<file path="config.mk">
export PLATFORM = sky130hd
export DESIGN_NAME = clkspec_arbtst_server_flat
export DESIGN_NICKNAME = d
export VERILOG_FILES = /design/src/rtl/clkspec_arbtst_pkg.sv /design/src/rtl/clkspec_arbtst_server_if.sv /design/src/rtl/clkspec_rr_arbiter.sv /design/src/rtl/clkspec_arbtst_server.sv /design/src/flat_wrapper.sv
export SDC_FILE = /design/constraint.sdc
export NUM_CORES = 1
export LEC_CHECK = 0
export ABC_AREA = 1
export CAP_MARGIN = 20
export CELL_PAD_IN_SITES_DETAIL_PLACEMENT = 1
export CELL_PAD_IN_SITES_GLOBAL_PLACEMENT = 1
export CORE_UTILIZATION = 29
export CTS_CLUSTER_SIZE = 8
export DETAILED_ROUTE_END_ITERATION = 8
export PLACE_DENSITY_LB_ADDON = 0.05
export SYNTH_ARGS = -nofsm -noshare
export SYNTH_HDL_FRONTEND = slang
export SYNTH_HIERARCHICAL = 1
export SYNTH_SLANG_ARGS = --single-unit
</file>
<file path="constraint.sdc">
create_clock -name clk -period 2.2 [get_ports clk]
set_input_delay 0.66 -clock clk [delete_from_list [all_inputs] [get_ports clk]]
set_output_delay 0.66 -clock clk [all_outputs]
set_load 0.03 [all_outputs]
</file>
<file path="src/rtl/clkspec_arbtst_pkg.sv">
// Shared types and defaults for the arbiter-test server and its client-side bench.
package clkspec_arbtst_pkg;

    localparam int NUM_CLIENTS_DEF = 2;
    localparam int WIDTH_DEF       = 4;

    typedef enum logic [1:0] {
        ST_IDLE    = 2'b00,
        ST_GRANT   = 2'b01,
        ST_CAPTURE = 2'b10,
        ST_RESULT  = 2'b11
    } state_e;

endpackage

</file>
<file path="src/rtl/clkspec_arbtst_server_if.sv">
// Client/server handshake bundle: requests and operands in, grant and result strobes out.
interface clkspec_arbtst_server_if
    import clkspec_arbtst_pkg::*;
#(
    parameter int NUM_CLIENTS = NUM_CLIENTS_DEF,
    parameter int WIDTH       = WIDTH_DEF
) ();

    logic [NUM_CLIENTS-1:0]       req;
    logic [NUM_CLIENTS*WIDTH-1:0] ain;
    logic [NUM_CLIENTS*WIDTH-1:0] bin;
    logic [NUM_CLIENTS-1:0]       gnt;
    logic [WIDTH-1:0]             yout;
    logic [NUM_CLIENTS-1:0]       yvalid;
    logic                         busy;

    modport master (output req, ain, bin, input gnt, yout, yvalid, busy);
    modport slave  (input req, ain, bin, output gnt, yout, yvalid, busy);

endinterface

</file>
<file path="src/rtl/clkspec_rr_arbiter.sv">
// Combinational round-robin pick: first set request strictly after 'last', wrapping.
module clkspec_rr_arbiter #(
    parameter int N = 2,
    localparam int LW = (N > 1) ? $clog2(N) : 1
) (
    input  logic [N-1:0]  req,
    input  logic [LW-1:0] last,
    output logic          any,
    output logic [LW-1:0] winner,
    output logic [N-1:0]  onehot
);

    always_comb begin
        any    = 1'b0;
        winner = '0;
        for (int k = 1; k <= N; k++) begin
            int j;
            j = int'(last) + k;
            if (j >= N) j = j - N;
            if (!any && req[j]) begin
                any    = 1'b1;
                winner = j[LW-1:0];
            end
        end
        onehot = any ? ({{(N-1){1'b0}}, 1'b1} << winner) : '0;
    end

endmodule

</file>
<file path="src/rtl/clkspec_arbtst_server.sv">
// Round-robin adder server: grant, capture operands, return a+b with a one-hot strobe.
// Build option: define CLKSPEC_ARBTST_SAT_EN to saturate the sum instead of wrapping.
module clkspec_arbtst_server
    import clkspec_arbtst_pkg::*;
#(
    parameter int NUM_CLIENTS = NUM_CLIENTS_DEF,
    parameter int WIDTH       = WIDTH_DEF
) (
    input  logic                    clk,
    input  logic                    reset,
    clkspec_arbtst_server_if.slave  bus
);

    localparam int LW = (NUM_CLIENTS > 1) ? $clog2(NUM_CLIENTS) : 1;

    state_e                 state_q, state_d;
    logic [LW-1:0]          idx_q, idx_d;
    logic [LW-1:0]          last_q, last_d;
    logic [NUM_CLIENTS-1:0] gnt_q, gnt_d;
    logic [NUM_CLIENTS-1:0] yvalid_q, yvalid_d;
    logic [WIDTH-1:0]       yout_q, yout_d;

    logic                   arb_any;
    logic [LW-1:0]          arb_win;
    logic [NUM_CLIENTS-1:0] arb_oh;

    clkspec_rr_arbiter #(.N(NUM_CLIENTS)) u_arb (
        .req    (bus.req),
        .last   (last_q),
        .any    (arb_any),
        .winner (arb_win),
        .onehot (arb_oh)
    );

    logic [WIDTH-1:0] a_sel, b_sel;
    logic [WIDTH:0]   sum_full;
    logic [WIDTH-1:0] sum_res;

    always_comb begin
        a_sel = '0;
        b_sel = '0;
        for (int i = 0; i < NUM_CLIENTS; i++) begin
            if (idx_q == LW'(i)) begin
                a_sel = bus.ain[i*WIDTH +: WIDTH];
                b_sel = bus.bin[i*WIDTH +: WIDTH];
            end
        end
        sum_full = {1'b0, a_sel} + {1'b0, b_sel};
`ifdef CLKSPEC_ARBTST_SAT_EN
        sum_res = sum_full[WIDTH] ? '1 : sum_full[WIDTH-1:0];
`else
        sum_res = sum_full[WIDTH-1:0];
`endif
    end

    always_comb begin
        state_d  = state_q;
        idx_d    = idx_q;
        last_d   = last_q;
        gnt_d    = '0;
        yvalid_d = '0;
        yout_d   = yout_q;
        case (state_q)
            ST_IDLE: begin
                if (arb_any) begin
                    idx_d   = arb_win;
                    last_d  = arb_win;
                    gnt_d   = arb_oh;
                    state_d = ST_GRANT;
                end
            end
            ST_GRANT:   state_d = ST_CAPTURE;
            ST_CAPTURE: begin
                yout_d   = sum_res;
                yvalid_d = {{(NUM_CLIENTS-1){1'b0}}, 1'b1} << idx_q;
                state_d  = ST_RESULT;
            end
            ST_RESULT:  state_d = ST_IDLE;
            default:    state_d = ST_IDLE;
        endcase
    end

    // Pointer resets to the top client so client 0 wins the first arbitration.
    always_ff @(posedge clk or negedge reset) begin
        if (!reset) begin
            state_q  <= ST_IDLE;
            idx_q    <= '0;
            last_q   <= LW'(NUM_CLIENTS-1);
            gnt_q    <= '0;
            yvalid_q <= '0;
            yout_q   <= '0;
        end else begin
            state_q  <= state_d;
            idx_q    <= idx_d;
            last_q   <= last_d;
            gnt_q    <= gnt_d;
            yvalid_q <= yvalid_d;
            yout_q   <= yout_d;
        end
    end

    assign bus.gnt    = gnt_q;
    assign bus.yvalid = yvalid_q;
    assign bus.yout   = yout_q;
    assign bus.busy   = (state_q != ST_IDLE);

endmodule

</file>
<file path="src/flat_wrapper.sv">
// flat-port wrapper written by rule: the top's interface ports become plain ports
module clkspec_arbtst_server_flat import clkspec_arbtst_pkg::*;
#(
    parameter int NUM_CLIENTS = NUM_CLIENTS_DEF,
    parameter int WIDTH       = WIDTH_DEF
)
  (clk, reset, bus_req, bus_ain, bus_bin, bus_gnt, bus_yout, bus_yvalid, bus_busy);
  clkspec_arbtst_server_if #(.NUM_CLIENTS(NUM_CLIENTS), .WIDTH(WIDTH)) bus_i ();
  input  logic clk;
  input  logic reset;
  input wire logic [$bits(bus_i.req)-1:0] bus_req;
  input wire logic [$bits(bus_i.ain)-1:0] bus_ain;
  input wire logic [$bits(bus_i.bin)-1:0] bus_bin;
  output wire logic [$bits(bus_i.gnt)-1:0] bus_gnt;
  output wire logic [$bits(bus_i.yout)-1:0] bus_yout;
  output wire logic [$bits(bus_i.yvalid)-1:0] bus_yvalid;
  output wire logic [$bits(bus_i.busy)-1:0] bus_busy;
  assign bus_i.req = bus_req;
  assign bus_i.ain = bus_ain;
  assign bus_i.bin = bus_bin;
  assign bus_gnt = bus_i.gnt;
  assign bus_yout = bus_i.yout;
  assign bus_yvalid = bus_i.yvalid;
  assign bus_busy = bus_i.busy;
  clkspec_arbtst_server #(.NUM_CLIENTS(NUM_CLIENTS), .WIDTH(WIDTH)) u_core (.clk(clk), .reset(reset), .bus(bus_i));
endmodule
</file>
# ---- Word level (Yosys, flattened, before mapping)
# Index checks and enable logic that the tools add are counted.
dict set report classes {
  div 0
  n_reduce_logical 5
  addsub 5
  n_bitwise 0
  n_mux 19
  n_eq_ne 4
  n_shift 2
  magnitude_cmp 4
  multipliers 0
}
# op count
set op_table {}
lappend op_table {{32-bit by 3-bit < comparator with 1-bit output (second input constant)} 2}
lappend op_table {{32-bit two-way mux} 2}
lappend op_table {{32-bit by 3-bit >= comparator with 1-bit output (second input constant)} 1}
lappend op_table {{32-bit by 3-bit subtractor with 32-bit output (second input constant)} 1}
lappend op_table {{1-bit two-way mux} 10}
lappend op_table {{2-bit two-way mux} 4}
lappend op_table {{4-bit two-way mux} 2}
lappend op_table {{2-bit one-hot mux with 4 select lines} 1}
lappend op_table {{4-bit adder} 1}
lappend op_table {{2-bit equality test (second input constant)} 2}
lappend op_table {{1-bit by 1-bit << shifter with 2-bit output (first input constant)} 2}
lappend op_table {{3-bit by 2-bit subtractor with 4-bit output (second input constant)} 1}
lappend op_table {{1-bit by 2-bit adder with 3-bit output (second input constant)} 1}
lappend op_table {{3-bit by 2-bit >= comparator with 1-bit output (second input constant)} 1}
lappend op_table {{1-bit by 1-bit adder with 2-bit output (second input constant)} 1}
lappend op_table {{2-bit by 1-bit equality test with 1-bit output (second input constant)} 1}
lappend op_table {{2-bit logical NOT} 1}
lappend op_table {{2-bit by 1-bit != test with 1-bit output (second input constant)} 1}
lappend op_table {{2-bit AND reduction} 1}
lappend op_table {{2-bit nonzero test} 1}
lappend op_table {{1-bit logical AND} 1}
lappend op_table {{1-bit logical NOT} 1}
dict set report word_totals {
  romBits 0
  output_inout_bits 9
  input_bits 20
  memories 0
  ramBits 0
  wordCells 45
  ff_bits 12
  latchBits 0
}

# ---- Longest topological paths before layout
# Gate-level depths: netlist of the first run.
dict set report logic_depth {
  ltp_word 13
  mapped_depth 13
  mapped_depth_nobuf 12
}

# ---- Modules after synthesis
# Netlist of the first run, hierarchy kept.
# mod seq_area_each_um2 cells_each area_per_inst_um2 n_inst
set modules_own_cells {}
lappend modules_own_cells {clkspec_arbtst_server 301.5 100 740.7 1}
lappend modules_own_cells {clkspec_rr_arbiter 0.0 7 30.0 1}

# ---- Worst setup path before layout of the first run
# No wires, ideal clock.
dict set report synth_path {
  path_kind {input port to flip-flop}
  start {input port bus_ain[5]}
  end {register u_core.yout_q[3] (netlist: u_core/bus.yout[3])}
  setup_ps 117
  path_buffers 0
  required_time_ps 2083
  path_stages 10
  arrival_time_ps 1683
  slack_ps 400
  path_cell_list {or2_1 > o21ai_2 > inv_1 > ha_1 > nand2_1 > nor2_1 > nor2_1 > nand3_1 > nand3_1 > nand2_1}
}
dict set report synth_via {
  elab_chain_cells 2
}
# element line
set synth_lines {}
lappend synth_lines {{from (decl)} flat_wrapper.sv:12} ;# input wire logic [$bits(bus_i.ain)-1:0] bus_ain;
lappend synth_lines {{4-bit two-way mux} clkspec_arbtst_server.sv:43} ;# if (idx_q == LW'(i)) begin
lappend synth_lines {{4-bit adder} clkspec_arbtst_server.sv:48} ;# sum_full = {1'b0, a_sel} + {1'b0, b_sel};
lappend synth_lines {{to (signal assigned)} clkspec_arbtst_server.sv:98} ;# yout_q <= yout_d;
lappend synth_lines {{to (decl)} clkspec_arbtst_server.sv:21} ;# logic [WIDTH-1:0] yout_q, yout_d;
# No other way between the ends.
# A chain may end at the register's enable or synchronous reset.

# ---- Worst setup path in the final report of the first run
dict set report layout_path {
  start {register u_core.state_q[0]}
  end {output port bus_busy}
}
dict set report layout_via {
  elab_chain_cells 1
}
# element line
set layout_lines {}
lappend layout_lines {{from (decl)} clkspec_arbtst_server.sv:16} ;# state_e state_q, state_d;
lappend layout_lines {{from (signal assigned)} clkspec_arbtst_server.sv:93} ;# state_q <= state_d;
lappend layout_lines {{2-bit nonzero test} clkspec_arbtst_server.sv:105} ;# assign bus.busy = (state_q != ST_IDLE);
lappend layout_lines {{to (decl)} flat_wrapper.sv:17} ;# output wire logic [$bits(bus_i.busy)-1:0] bus_busy;
# No other way between the ends.

==> results_dict.tcl, run 1 <==
set metrics [dict create \
    core_sq_um 2500 \
    die_h_um 53.6 \
    period_share_pct 92.6 \
    maxSlewViolCount 0 \
    grt_usage_pct 14.7 \
    crit_type "reg2out" \
    rsz0062_at_grt "false" \
    htree_num_levels 1 \
    cts_tree "built" \
    synth_cells 107 \
    dieArea_sq_um 2870 \
    cp-end-kind "output port" \
    ant_nets 0 \
    required_ns 1.54 \
    cts_buffers 3 \
    antenna_found_initial 0 \
    dp_slack_ns -0.0683 \
    wire_per_inst_um 10.9 \
    total_power_mw 1.40 \
    drc_errors 0 \
    initial_core_util_pct 30.8 \
    dr.pass1.iters 4 \
    synth_cell_types 17 \
    skew_ns 0.000738 \
    arrival_ns 1.38 \
    cts.hold.buffers_added 0 \
    drive_above_1_share_pct 7.80 \
    synth_nets 133 \
    final_cell_mix "44 x nand2_1, 27 x clkdlybuf4s50_1, 20 x inv_1" \
    clock_sinks 12 \
    syn_area_sq_um 771 \
    worst_slew_pin_slew_ns 0.550 \
    cp-start-kind "flop" \
    whs_ns 0.482 \
    port_buffers 28 \
    fin_util_pct 44.7 \
    clk_pin_slew_ns 0.07 \
    cts_setup_buffers 0 \
    insertion_delay_ns 0.27 \
    cp_max_fo 3 \
    min_period_ns 2.04 \
    grt_pass1_wl_mm 2.96 \
    synth_area_leaders "dfrtp_1 36%, nand2_1 21%, inv_1 9.7%" \
    vias 758 \
    final_common_cell "nand2_1" \
    grt_max_degree 13 \
    register_area_sq_um 302 \
    ys_warn_count 6 \
    setup_ws_ns 0.163 \
    peakVddDrop_mv 0.536 \
    dieWidth_um 53.6 \
    postCtsResizedCells 1 \
    ys_seq_area_share_pct 39.1 \
    synth_top_area_cell "dfrtp_1" \
    detailed_place_hpwl_mm 1.47 \
    cts_root_buf "clkbuf_4" \
    grt-ovfl-total 0 \
    fill_cells 333 \
    grt_pass1_vias 707 \
    yosysTopAreaCellShare_pct 35.7 \
    diodes 0 \
    num_rows 18 \
    cap_violations 0 \
    ys_ff_latch 12 \
    syn_area_per_cell_sq_um 7.20 \
    syn2layout_area_growth_pct 45.1 \
    setup_violations 0 \
    slew_headroom_pct 63.2 \
    finalHoldViolCount 0 \
    max_freq_ghz 0.491 \
    multi_input_area_sq_um 365 \
    p_leak_nw 0.604 \
    status "finished clean" \
    drt_iter0_drc 5 \
    power_density_nw_per_um2 1250 \
    hold_class "reg2reg" \
    gp_congestion 0.722 \
    vias_per_cell 4.43 \
    io_pins 29 \
    clock_path_buffers 2 \
    routed_wl_mm 1.87 \
    nNetsFinal 168 \
]
==> synthesized netlist by cell type <==
cell / n
a21oi_1: 4
a22oi_1: 1
buf_6: 1
clkbuf_8: 1
dfrtp_1: 11
dfstp_2: 1
fa_1: 1
ha_1: 5
inv_1: 20
inv_2: 1
nand2_1: 44
nand3_1: 2
nor2_1: 7
o21ai_0: 3
o21ai_2: 2
or2_1: 2
xor2_1: 1
==> sequential cells by signal, indices dropped and copies added (netlist names) <==
name and count:
u_core/bus.gnt 2, u_core/bus.yout 4, u_core/bus.yvalid 2, u_core/idx_q 1, u_core/last_q 1, u_core/state_q 2
==> per-stage QoR <==
step | TNS, ns | instances | area (sq um)
2_1_floorplan | 0 | 107 | 771
3_3_place_gp | -0.0280 | 167 | 1090
3_5_place_dp | -0.115 | 167 | 1090
4_1_cts | 0 | 171 | 1120
5_1_grt | 0 | 171 | 1120
6_report | 0 | 171 | 1120
==> routing by layer <==
layer,wire length (um),vias up,global-route usage [%]
met2,902,17,24.0
met5,0,-,0
met1,829,355,18.5
li1,-,384,-
met3,108,2,2.26
met4,29,0,7.89
==> report_power, final <==
part           internal (mW)  switching [mW]
clock network         0.0704          0.0739
registers              0.324          0.0509
logic                  0.359           0.519
==> worst paths after layout <==
kind | start | end | slack [ns] | cells after the start
worst max-delay path | u_core/state_q[0] | bus_busy | 0.16 | 4
worst min-delay path | u_core/bus.yout[0] | u_core/bus.yout[0] | 0.48 | 2
worst max register to register | u_core/idx_q | u_core/bus.yout[2] | 0.49 | 7
worst min register to register | u_core/bus.yout[0] | u_core/bus.yout[0] | 0.48 | 2
max in group asynchronous | reset | u_core/last_q | 1.09 | 1
min in group asynchronous | reset | u_core/bus.yout[0] | 0.74 | 1
==> logic make-up after synthesis <==
group	share of synthesized area [%]
flops	39.1
simple gates	27.8
fa+ha+maj	10.7
buf+inv	13.5
xor+xnor	1.14
compound gates	7.79
==> worst max-delay path, cell delays in order, from the launching register on <==
cell	delay, ns
dfrtp_1	0.34
inv_1	0.07
ha_1	0.21
inv_1	0.09
dlygate4sd2_1	0.40
==> final cells by class <==
type / count / share of cell area [%]
clock buffers: 4 / 2.35
inverters: 21 / 7.05
multi-input cells: 72 / 32.7
flip-flops and latches: 12 / 27.0
well taps: 30 / 3.36
repair buffers: 32 / 27.6
Power figures use the tool's default switching activity.
==> run 2: changes to the inputs <==
- ABC_AREA: 1 -> unset
- CORE_UTILIZATION: 29 -> 31
- PLACE_DENSITY_LB_ADDON: 0.05 -> 0.3
==> run 2 against run 1 <==
Net effect:
- sequential power grew 7.2%
- maximum frequency down 5.1%
- combinational power fell by 13%
- flip-flop and latch count did not move
- clock skew grew 0.0027 ns
- via count down 28%
- die area is 14% lower
- sequential share of layout area rose by 1.2 points
- routed wire length shrank 18%
- cell area decreased by 4.1%
- register-to-register slack got worse by 0.35 ns
- utilization rose by 7.3 points
==> results_dict.tcl, run 2 <==
set metrics [dict create \
    min_period_ns 2.15 \
    place_area_sq_um 1030 \
    finalHoldViolCount 0 \
    synth_cell_types 24 \
    antenna_found_initial 0 \
    whs_endpoint "u_core/bus.yout[1]" \
    cts_setup_buffers 0 \
    clock_sinks 12 \
    port_buffers 28 \
    synthArstFlopShare_pct 100 \
    power_frac_seq_pct 30.1 \
    wire_per_inst_um 12.5 \
    slowest_delay_ns 0.46 \
    required_ns 2.35 \
    setup_violations 0 \
    hold_start "u_core/bus.yout[1]" \
    worst_slew_pin_slew_ns 0.536 \
    clock_path_buffers 2 \
    detailed_place_hpwl_mm 1.25 \
    critical_path.cell_chain "clkdlybuf4s50_1, mux2_2, ha_1, inv_1, fa_1, xnor2_1, mux2_2" \
    synth_cells 62 \
    status "finished clean" \
    cp_common_cell "mux2_2" \
    min_path_cells 2 \
    cts_root_buf "clkbuf_4" \
    num_rows 16 \
    cp_num_buf_inv 2 \
    ff2ff_setup_slack_ns 0.14 \
    setup_ws_ns 0.0530 \
    syn2layout_area_growth_pct 51.4 \
    layout.cells.non_filler 122 \
    crit_type "in2reg" \
    path_delay_family "adder cells" \
    rsz0062_at_grt "false" \
    dieArea_sq_um 2480 \
    max_freq_ghz 0.466 \
    synth_flop_cell "dfrtp_1" \
    die_h_um 49.8 \
    total_power_mw 1.34 \
    period_share_pct 97.6 \
    sw_frac_of_total_pct 38.7 \
    power_density_nw_per_um2 1250 \
    vias 542 \
    drt_iter0_drc 7 \
    maxSlewViolCount 0 \
    synth_top_area_cell "dfrtp_1" \
    dp.cells 118 \
    p_int_mw 0.819 \
    yosysMostFrequentCell "dfrtp_1" \
    r2r_start "u_core/idx_q" \
    syn_area_per_cell_sq_um 11.4 \
    arrival_ns 2.30 \
    insertion_delay_ns 0.27 \
    final_area_sq_um 1070 \
    yosysTopAreaCellShare_pct 38.9 \
    synth_area_leaders "dfrtp_1 39%, mux2_2 9.5%, ha_1 8.8%" \
    ys_seq_area_share_pct 42.6 \
    routed_wl_mm 1.53 \
    syn_area_sq_um 708 \
    ant_nets 0 \
    grt_pass1_vias 620 \
    core_sq_um 2060 \
    fill_cells 234 \
    r2r-end "u_core/bus.yout[3]" \
    drc_errors 0 \
    peakVddDrop_mv 0.614 \
    skew_ns 0.00348 \
    grt_usage_pct 15.2 \
    slew_headroom_pct 64.1 \
    whs_ns 0.522 \
    ys_ff_latch 12 \
    p_leak_nw 0.499 \
    synth_common_cells "11 x dfrtp_1, 8 x inv_1, 6 x mux2_2" \
    vias_per_cell 4.44 \
    synth_nets 88 \
    grt_max_degree 13 \
    nNetsFinal 122 \
    diodes 0 \
    cp_max_fo 2 \
    initial_core_util_pct 34.3 \
    dp_slack_ns -0.247 \
    final_cell_mix "27 x clkdlybuf4s50_1, 11 x dfrtp_1, 8 x inv_1" \
    cp-start-kind "primary input" \
    postCtsResizedCells 1 \
    register_area_sq_um 302 \
    grt_pass1_wl_mm 2.81 \
    rr_worst_depth 7 \
    htree_num_levels 1 \
    clk_pin_slew_ns 0.07 \
    dieWidth_um 49.8 \
    grt-ovfl-total 0 \
    final_common_cell "clkdlybuf4s50_1" \
    drive_above_1_share_pct 21.1 \
    ys_warn_count 6 \
    cts_tree "built" \
    p_comb_share_pct 57.3 \
    startpoint "bus_bin[4]" \
    gp_congestion 0.684 \
    dr.pass1.iters 3 \
    largest_reg_flops 4 \
    hold_class "reg2reg" \
    cp-end-kind "flop" \
    slowest_stage "clkdlybuf4s50_1" \
    io_pins 29 \
    clkPwrFrac_pct 12.6 \
    cap_violations 0 \
    switchingPower_mw 0.517 \
    cts_buffers 3 \
    cts.hold.buffers_added 0 \
    multi_input_area_sq_um 369 \
    synth_edf_count 0 \
    path_depth 7 \
]
## run 2: changes by cell type in the layout (fill, tap and decap cells not counted), sizes merged, moves of 2 or more
cell    delta
a21o       +3
nor2       -5
a21oi      -2
xnor2      +4
mux2       +7
nand3      -2
o21ai      -4
and3       +3
nand2     -43
inv       -13
mux2i      +4
a21boi     +3
## run 2: worst max path at each step
| stage | end | slack [ns] |
|---|---|---|
| global route | u_core/bus.yout[2] | 0.001 |
| global placement | u_core/bus.yout[2] | -0.18 |
| finish | u_core/bus.yout[2] | 0.05 |
| CTS | u_core/bus.yout[3] | 0.05 |
| floorplan | u_core/bus.yout[3] | 0.21 |
| detailed placement | u_core/bus.yout[3] | -0.25 |
## run 2: worst reg2reg max path, delay by kind of cell, from the launching register on
| kind | cells | cell delay, ns |
|---|---|---|
| multiplexers | 2 | 0.56 |
| buffers and inverters | 1 | 0.08 |
| XOR/XNOR | 1 | 0.08 |
| AO/OA/AOI/OAI | 2 | 0.34 |
| flip-flops | 1 | 0.63 |
| adder cells (fa/ha/maj) | 1 | 0.27 |
## run 2: cells by family after synthesis
kind of cell	after synthesis	share of synthesized area (%)
buf+inv	10	6.36
flops	12	42.6
xor+xnor	4	4.95
fa+ha+maj	6	11.7
compound gates	10	9.72
simple gates	9	7.42
mux	11	17.3
## run 2: area by class of cell
cell class,count,share of cell area [%]
clock buffer,4,3.38
inverter,8,2.80
multi-input combinational,40,34.4
sequential,12,28.1
tap,27,3.15
timing repair buffer,31,28.1
## run 2: power groups by stage
stage	Clock [mW]	Sequential [mW]	Combinational, mW
4_1_cts	0.178	0.403	0.764
2_1_floorplan	0	0.488	0.410
3_5_place_dp	0	0.406	0.771
6_report	0.169	0.402	0.765
3_3_place_gp	0	0.402	0.745
5_1_grt	0.195	0.416	0.847
## run 2: metrics by stage
step	util [%]	setup TNS [ns]
6_report	52.0	0
5_1_grt	52.0	0
4_1_cts	51.6	0
3_5_place_dp	49.9	-0.551
3_3_place_gp	49.9	-0.378
2_1_floorplan	-	0
## run 2: per-layer routing
layer  global-route usage, %  share of wire [%]
met1                    17.7                 42
met2                    27.0                 53
met3                    4.94                4.3
met4                    2.86                  0
met5                       0                  0
